`src/rtl/mem_access_unit.sv`:
```
// mem_access_unit: MEM-stage data-memory access unit.
// One registered req/ack bus cycle per access, load extension, timeout.
module mem_access_unit #(
    parameter int TIMEOUT = 255
) (
    input  logic        clk,
    input  logic        reset,
    input  logic        req_valid,
    input  logic        req_we,
    input  logic [31:0] req_addr,
    input  logic [2:0]  req_wordmode,
    input  logic [3:0]  req_be,
    input  logic [31:0] req_wdata,
    output logic        stall,
    output logic        done,
    output logic [31:0] rdata,
    output logic        addr_exc,
    output logic        bus_err,
    output logic        bus_req,
    output logic        bus_we,
    output logic [31:0] bus_addr,
    output logic [3:0]  bus_be,
    output logic [31:0] bus_wdata,
    input  logic        bus_ack,
    input  logic [31:0] bus_rdata
);

    localparam logic [2:0] WM_WD = 3'd0;
    localparam logic [2:0] WM_HU = 3'd1;
    localparam logic [2:0] WM_HS = 3'd2;
    localparam logic [2:0] WM_BU = 3'd3;
    localparam logic [2:0] WM_BS = 3'd4;

    localparam logic [7:0] TO_LAST = 8'(TIMEOUT - 1);

    typedef enum logic [1:0] {
        IDLE,
        BUSY,
        RESP
    } state_t;

    state_t      state;
    state_t      state_nx;
    logic [7:0]  cnt;
    logic [1:0]  lane;
    logic [2:0]  wm;
    logic        misal;
    logic        accept;
    logic        timeout;
    logic [31:0] wrep;
    logic [31:0] ext;
    logic [7:0]  rbyte;
    logic [15:0] rhalf;

    // Alignment check on the incoming request
    always_comb begin
        misal = 1'b0;
        case (req_wordmode)
            WM_WD:        misal = |req_addr[1:0];
            WM_HU, WM_HS: misal = req_addr[0];
            default:      misal = 1'b0;
        endcase
    end

    // Store data replicated onto every lane the access may use
    always_comb begin
        wrep = req_wdata;
        case (req_wordmode)
            WM_HU, WM_HS: wrep = {2{req_wdata[15:0]}};
            WM_BU, WM_BS: wrep = {4{req_wdata[7:0]}};
            default:      wrep = req_wdata;
        endcase
    end

    // Lane select and extension of the returned bus word
    always_comb begin
        rbyte = bus_rdata[{lane, 3'b000} +: 8];
        rhalf = lane[1] ? bus_rdata[31:16] : bus_rdata[15:0];
        ext   = 32'd0;
        if (!bus_we) begin
            case (wm)
                WM_BU:   ext = {24'd0, rbyte};
                WM_BS:   ext = {{24{rbyte[7]}}, rbyte};
                WM_HU:   ext = {16'd0, rhalf};
                WM_HS:   ext = {{16{rhalf[15]}}, rhalf};
                default: ext = bus_rdata;
            endcase
        end
    end

    // Next state and pipeline-facing handshake outputs
    always_comb begin
        state_nx = state;
        accept   = 1'b0;
        timeout  = 1'b0;
        addr_exc = 1'b0;
        stall    = 1'b0;
        done     = 1'b0;
        case (state)
            IDLE: begin
                addr_exc = req_valid & misal;
                accept   = req_valid & ~misal;
                stall    = accept;
                if (accept) state_nx = BUSY;
            end
            BUSY: begin
                stall   = 1'b1;
                timeout = ~bus_ack & (cnt == TO_LAST);
                if (bus_ack || timeout) state_nx = RESP;
            end
            RESP: begin
                done     = 1'b1;
                state_nx = IDLE;
            end
            default: state_nx = IDLE;
        endcase
    end

    // State register
    always_ff @(posedge clk or negedge reset) begin
        if (!reset) state <= IDLE;
        else        state <= state_nx;
    end

    // Bus request capture; outputs stay frozen until the next accept
    always_ff @(posedge clk or negedge reset) begin
        if (!reset) begin
            bus_req   <= 1'b0;
            bus_we    <= 1'b0;
            bus_addr  <= 32'd0;
            bus_be    <= 4'd0;
            bus_wdata <= 32'd0;
            lane      <= 2'd0;
            wm        <= 3'd0;
        end else begin
            bus_req <= (state_nx == BUSY);
            if (accept) begin
                bus_we    <= req_we;
                bus_addr  <= {req_addr[31:2], 2'b00};
                bus_be    <= req_be;
                bus_wdata <= wrep;
                lane      <= req_addr[1:0];
                wm        <= req_wordmode;
            end
        end
    end

    // Wait-state counter
    always_ff @(posedge clk or negedge reset) begin
        if (!reset)                        cnt <= 8'd0;
        else if (state != BUSY || bus_ack) cnt <= 8'd0;
        else if (!timeout)                 cnt <= cnt + 8'd1;
        else                               cnt <= 8'd0;
    end

    // Response data and error flag, presented during RESP
    always_ff @(posedge clk or negedge reset) begin
        if (!reset) begin
            rdata   <= 32'd0;
            bus_err <= 1'b0;
        end else if (state == BUSY && bus_ack) begin
            rdata   <= ext;
            bus_err <= 1'b0;
        end else if (timeout) begin
            rdata   <= 32'd0;
            bus_err <= 1'b1;
        end else if (state == RESP) begin
            bus_err <= 1'b0;
        end
    end

endmodule

```
`config.mk`:
```
export PLATFORM = sky130hd
export DESIGN_NAME = mem_access_unit
export DESIGN_NICKNAME = d
export VERILOG_FILES = /design/src/rtl/mem_access_unit.sv
export SDC_FILE = /design/constraint.sdc
export NUM_CORES = 1
export LEC_CHECK = 0
export ABC_AREA = 1
export CORE_UTILIZATION = 45
export CTS_CLUSTER_DIAMETER = 120
export DETAILED_ROUTE_END_ITERATION = 10
export GPL_ROUTABILITY_DRIVEN = 1
export PLACE_DENSITY = 0.81
export SYNTH_ARGS = -nofsm -noshare
export SYNTH_HDL_FRONTEND = slang
export SYNTH_SLANG_ARGS = --single-unit
```
`constraint.sdc`:
```
create_clock -name clk -period 1.74 [get_ports clk]
set_input_delay 0.348 -clock clk [delete_from_list [all_inputs] [get_ports clk]]
set_output_delay 0.348 -clock clk [all_outputs]
set_load 0.01 [all_outputs]
```
==> results of run 1 <==
[sequential cells by signal, indices dropped and copies added (netlist names)]
name and count:
bus_addr 30, bus_be 4, bus_err 1, bus_req 1, bus_wdata 32, bus_we 1
cnt 8, lane 2, rdata 32, state 2, wm 3
[power breakdown]
part | internal, W | leakage (nW) | switching [W]
sequential | 0.00368 | 1.47 | 0.000630
clock | 0.00253 | 0.308 | 0.00120
combinational | 0.00279 | 2.87 | 0.00281
[layer usage]
| metal | share of wire, % | global-route usage, % |
|---|---|---|
| met2 | 47 | 41.3 |
| met1 | 42 | 32.6 |
| met3 | 9.8 | 10.0 |
| met4 | 2.0 | 9.74 |
| met5 | 0 | 0 |
[stage by stage]
step	hold WS [ps]	total power, W	cell area [sq um]	std cells
2_1_floorplan	52.4	0.00709	5850	784
3_3_place_gp	445	0.00979	8270	1166
3_5_place_dp	455	0.00988	8270	1166
4_1_cts	43.7	0.0137	8890	1197
5_1_grt	58.5	0.0145	8940	1198
6_report	8.95	0.0136	8940	1198
[cell usage in the layout (no fill, tap or decap), types with 4 or more instances in the layout]
cell,count
nand3b_1,8
dlymetal6s2s_1,10
clkbuf_8,4
inv_2,6
nand2_2,6
bufinv_16,4
inv_1,65
nand3_1,93
clkdlybuf4s50_1,195
buf_4,34
nor2_1,21
o21ai_0,28
a21oi_1,32
buf_12,5
dfrtp_1,115
clkbuf_16,17
nand2_1,352
[cell type report]
class	count	area [sq um]
Sequential cell	116	2900
Inverter	71	267
Clock buffer	22	484
Fill cell	1038	3680
Multi-Input combinational cell	559	2450
Timing Repair Buffer	249	2470
Clock inverter	9	150
Tap cell	172	215
[repair_timing]
action / in CTS / in global routing
pin swaps: 0 / 3
gates cloned: 0 / 1
endpoints found under the setup margin: 4 / 16
gates resized for setup: 13 / 15
[worst reg2reg max path, stage by stage (launching register included)]
cell	delay [ps]
dfrtp_1	430
inv_1	60
nand3_1	100
nand2_1	90
buf_4	190
nor2_4	360
a21oi_1	130
nand2_1	80
nand2_1	50
[how the worst max path moves through the flow]
stage | end | cells past startpoint | slack [ps]
3_3_place_gp | stall | 8 | -510
4_1_cts | bus_we | 1 | 8
6_report | bus_wdata[2] | 1 | 40
2_1_floorplan | stall | 8 | 290
5_1_grt | addr_exc | 6 | -1
3_5_place_dp | addr_exc | 7 | -540
[cells by family (layout without fill, tap and decap cells)]
logic type,after synthesis,in the layout
flops,116,116
buf+inv,110,351
compound gates,62,62
fa+ha+maj,2,2
xor+xnor,4,4
simple gates,488,489
other cells,1,2
==> flow_summary.json, run 1 <==
{
  "hold_buffers": 0,
  "utilization_pct": 70.8,
  "synth_top_area_share_pct": 49.7,
  "area_growth_pct": 53.0,
  "synth.largest_area_cell": "dfrtp_1",
  "cts_tree": "built",
  "clk_latency_ps": 420,
  "crit_path_max_fanout": 2,
  "synth_edf_count": 0,
  "synth_compound_area_share_pct": 5.40,
  "port_buffers": 211,
  "yosysMostFrequentCell": "nand2_1",
  "htreeDepth": 4,
  "place_ws_ps": -543,
  "worstPathArrival_ps": 1350,
  "die_w_um": 116,
  "slew_headroom_pct": 59.1,
  "synthSimpleGateAreaFrac_pct": 34.9,
  "drt-total-wl_um": 16900,
  "root_buffer": "clkbuf_16",
  "antenna_cells": 0,
  "grt_max_degree": 117,
  "path_delay_family": "buffers and inverters",
  "hold_path.class": "input port to asynchronous set/reset pin",
  "skew_ps": 7.38,
  "antenna_found_initial": 0,
  "ant_nets": 0,
  "grt_pass1_vias": 5609,
  "max-cap-violations": 0,
  "setup_viol": 0,
  "gp_congestion": 0.881,
  "vias": 5898,
  "startpoint_type": "flip-flop",
  "drt-pass1-iter-count": 5,
  "avgSynthCellArea_sq_um": 7.46,
  "drive_above_1_share_pct": 9.06,
  "fin_crit_sh_pct": 97.6,
  "viasPerCell": 4.92,
  "fmax_mhz": 589,
  "ys_warn_count": 0,
  "wl_per_cell_um": 14.1,
  "hold_viol": 0,
  "netlist_top_cells_count": "nand2_1 (354), dfrtp_1 (116), nand3_1 (93)",
  "status": "finished, final reports clean",
  "drt_iter0_drc": 569,
  "grt_usage_pct": 26.2,
  "drv_slew": 0,
  "synth-main-ff-cell": "dfrtp_1",
  "cp.required_ps": 1390,
  "core_sq_um": 12600,
  "synthCells": 783,
  "r2r_end": "rdata[21]$_DFFE_PN0P_",
  "clk_pin_slew_ps": 50,
  "max-vdd-ir-drop_v": 0.000907,
  "grt_pass1_wl_um": 26700,
  "worstReg2RegStart": "wm[1]$_DFFE_PN0P_",
  "tightestPinTransition_ps": 613,
  "synth_top_family_by_area": "simple AND/OR/NAND/NOR gates",
  "core.rowCount": 41,
  "synth_area_sq_um": 5840,
  "finalNetCount": 1124,
  "power_density_nw_per_um2": 1530,
  "synthArstFlopShare_pct": 100,
  "dp_hpwl_um": 11800,
  "synth_mux_area_share_pct": 0,
  "drc": 0,
  "cts_buffers": 17,
  "cpPeakStageDelay_ps": 570,
  "synth_seq_area_share_pct": 49.7,
  "cpMaxStageDelayCell": "clkdlybuf4s50_1",
  "r2r_cells": 8,
  "synth-adder-area-share_pct": 0.428,
  "dieArea_sq_um": 13400,
  "cp-end-kind": "primary output",
  "synth-seq-cells": 116,
  "fin_ws_ps": 41.0,
  "r2r_setup_slack_ps": 160,
  "tritoncts_num_sinks": 116,
  "synth.area.top_cells": "dfrtp_1 (50%), nand2_1 (23%), nand3_1 (8.0%)",
  "grt_overflow_total": 0,
  "fin_crit_ps": 1700,
  "p_leak_nw": 4.64,
  "ioPinCount": 214,
  "crit_path_cell_trace": "clkdlybuf4s50_1",
  "path_class": "flip-flop to primary output",
  "synth_xor_area_share_pct": 0.600,
  "postCtsSetupBuffers": 0,
  "die_height_um": 116,
  "synth.distinct_cells": 25,
  "start_util_pct": 46.3,
  "startpoint": "bus_wdata[2]$_DFFE_PN0P_",
  "clock_path_buffers": 2,
  "setup_tns_ps": 0,
  "crit_buf_inv": 1
}
(Power assumes the default switching activity.)
==> run 2: changes to the inputs <==
CORE_MARGIN = 10   (was not set)
==> flow_summary.json, run 2 (synthesis gave the netlist of run 1 again) <==
{
  "status": "finished, final reports clean",
  "drt_iter0_drc": 574,
  "htreeDepth": 4,
  "hold_viol": 0,
  "crit_path_cell_trace": "clkdlybuf4s50_1",
  "grt_pass1_vias": 5825,
  "postCtsSetupBuffers": 0,
  "grt_pass1_wl_um": 29900,
  "worstPathArrival_ps": 1360,
  "cpPeakStageDelay_ps": 560,
  "viasPerCell": 4.90,
  "tritoncts_num_sinks": 116,
  "max-vdd-ir-drop_v": 0.000916,
  "clock_path_buffers": 2,
  "port_buffers": 211,
  "clk_pin_slew_ps": 50,
  "reg_top3": "bus_wdata (32), rdata (32), bus_addr (30)",
  "drv_slew": 0,
  "ioPinCount": 214,
  "hold_path.class": "input port to asynchronous set/reset pin",
  "dp_hpwl_um": 13900,
  "final_common_cell": "nand2_1",
  "gp_congestion": 0.867,
  "place_ws_ps": -512,
  "path_class": "flip-flop to primary output",
  "skew_ps": 5.46,
  "antenna_cells": 0,
  "setup_tns_ps": 0,
  "clk_latency_ps": 420,
  "root_buffer": "clkbuf_16",
  "top_layer_used": "met4",
  "drive_above_1_share_pct": 8.85,
  "core_sq_um": 12700,
  "max-cap-violations": 0,
  "final_cell_mix": "nand2_1 (353), clkdlybuf4s50_1 (199), dfrtp_1 (116)",
  "ant_nets": 0,
  "fill_cells": 1012,
  "fin_ws_ps": 34.1,
  "start_util_pct": 46.1,
  "cp.required_ps": 1390,
  "vias": 5879,
  "grt_overflow_total": 0,
  "grt_usage_pct": 20.8,
  "cpMaxStageDelayCell": "clkdlybuf4s50_1",
  "post_dp_cell_area_sq_um": 8310,
  "cp-end-kind": "primary output",
  "area_growth_pct": 54.7,
  "wl_met2_um": 8870,
  "finalNetCount": 1126,
  "drc": 0,
  "cts_buffers": 17,
  "power_density_nw_per_um2": 1560,
  "drt-total-wl_um": 19000,
  "fin_crit_sh_pct": 98.0,
  "antenna_found_initial": 0,
  "fmax_mhz": 586,
  "path_delay_family": "buffers and inverters",
  "startpoint_type": "flip-flop",
  "p_leak_nw": 4.65,
  "drt-pass1-iter-count": 5,
  "wl_met1_um": 7660,
  "dp.cells": 1167,
  "rsz0062_at_grt": "true",
  "wl_met3_um": 2100,
  "die_w_um": 134,
  "final_area_sq_um": 9040,
  "die_height_um": 134,
  "finalNonFillerCells": 1200,
  "crit_buf_inv": 1,
  "core.rowCount": 41,
  "grt_max_degree": 77,
  "crit_path_max_fanout": 2,
  "dieArea_sq_um": 17900,
  "wl_per_cell_um": 15.8,
  "setup_viol": 0,
  "fin_crit_ps": 1710,
  "cts_tree": "built"
}
==> run 2: cell type report <==
cell class / count / area (sq um) / share of cell area [%]
Clock buffer: 23 / 498 / 5.51
Clock inverter: 8 / 194 / 2.15
Inverter: 71 / 267 / 2.95
Multi-Input combinational cell: 559 / 2450 / 27.1
Sequential cell: 116 / 2900 / 32.1
Tap cell: 172 / 215 / 2.38
Timing Repair Buffer: 251 / 2510 / 27.8
==> run 2: path summary, 6_finish.rpt <==
path | from | end | slack [ps] | cells after the start
setup / recovery | rdata[15]$_DFFE_PN0P_ | rdata[15] | 30 | 1
hold / removal | reset | cnt[3]$_DFF_PN0_ | 430 | 2
setup reg to reg | wm[1]$_DFFE_PN0P_ | rdata[0]$_DFFE_PN0P_ | 120 | 8
hold reg to reg | cnt[0]$_DFF_PN0_ | cnt[0]$_DFF_PN0_ | 450 | 1
max in group asynchronous | reset | bus_wdata[24]$_DFFE_PN0P_ | 800 | 3
min in group clk | req_addr[1] | lane[1]$_DFFE_PN0P_ | 440 | 4
==> run 2: layer usage <==
layer	GRT usage (%)	vias to the layer above
met4	8.04	0
met3	8.96	32
met1	24.6	2680
li1	-	2905
met2	32.7	262
met5	0	-
==> run 2: repair_timing <==
item,CTS,global route
hold endpoints to repair,26,0
hold buffers,1,0
gates resized for setup,14,8
pin swaps,0,1
setup endpoints to repair,3,16
cloned,0,1
==> run 2: power by group <==
part | internal [W] | total (W) | switching, W
combinational | 0.00281 | 0.00573 | 0.00292
clock | 0.00287 | 0.00407 | 0.00120
sequential | 0.00368 | 0.00430 | 0.000614
total | 0.00936 | 0.0141 | 0.00474
==> run 2: per-stage QoR <==
stage               total power (W)  util [%]  hold WS, ps
floorplan                   0.00709         -         52.4
global placement            0.00992      65.6          314
detailed placement           0.0100      65.6          313
CTS                          0.0142      71.0          426
global route                 0.0149      71.3          464
finish                       0.0141      71.3          431
==> run 3: changes to the inputs <==
SLEW_MARGIN = 20   (was not set)
==> results of run 3 <==
The final DEF is identical to that of run 2; final timing and power are the same.
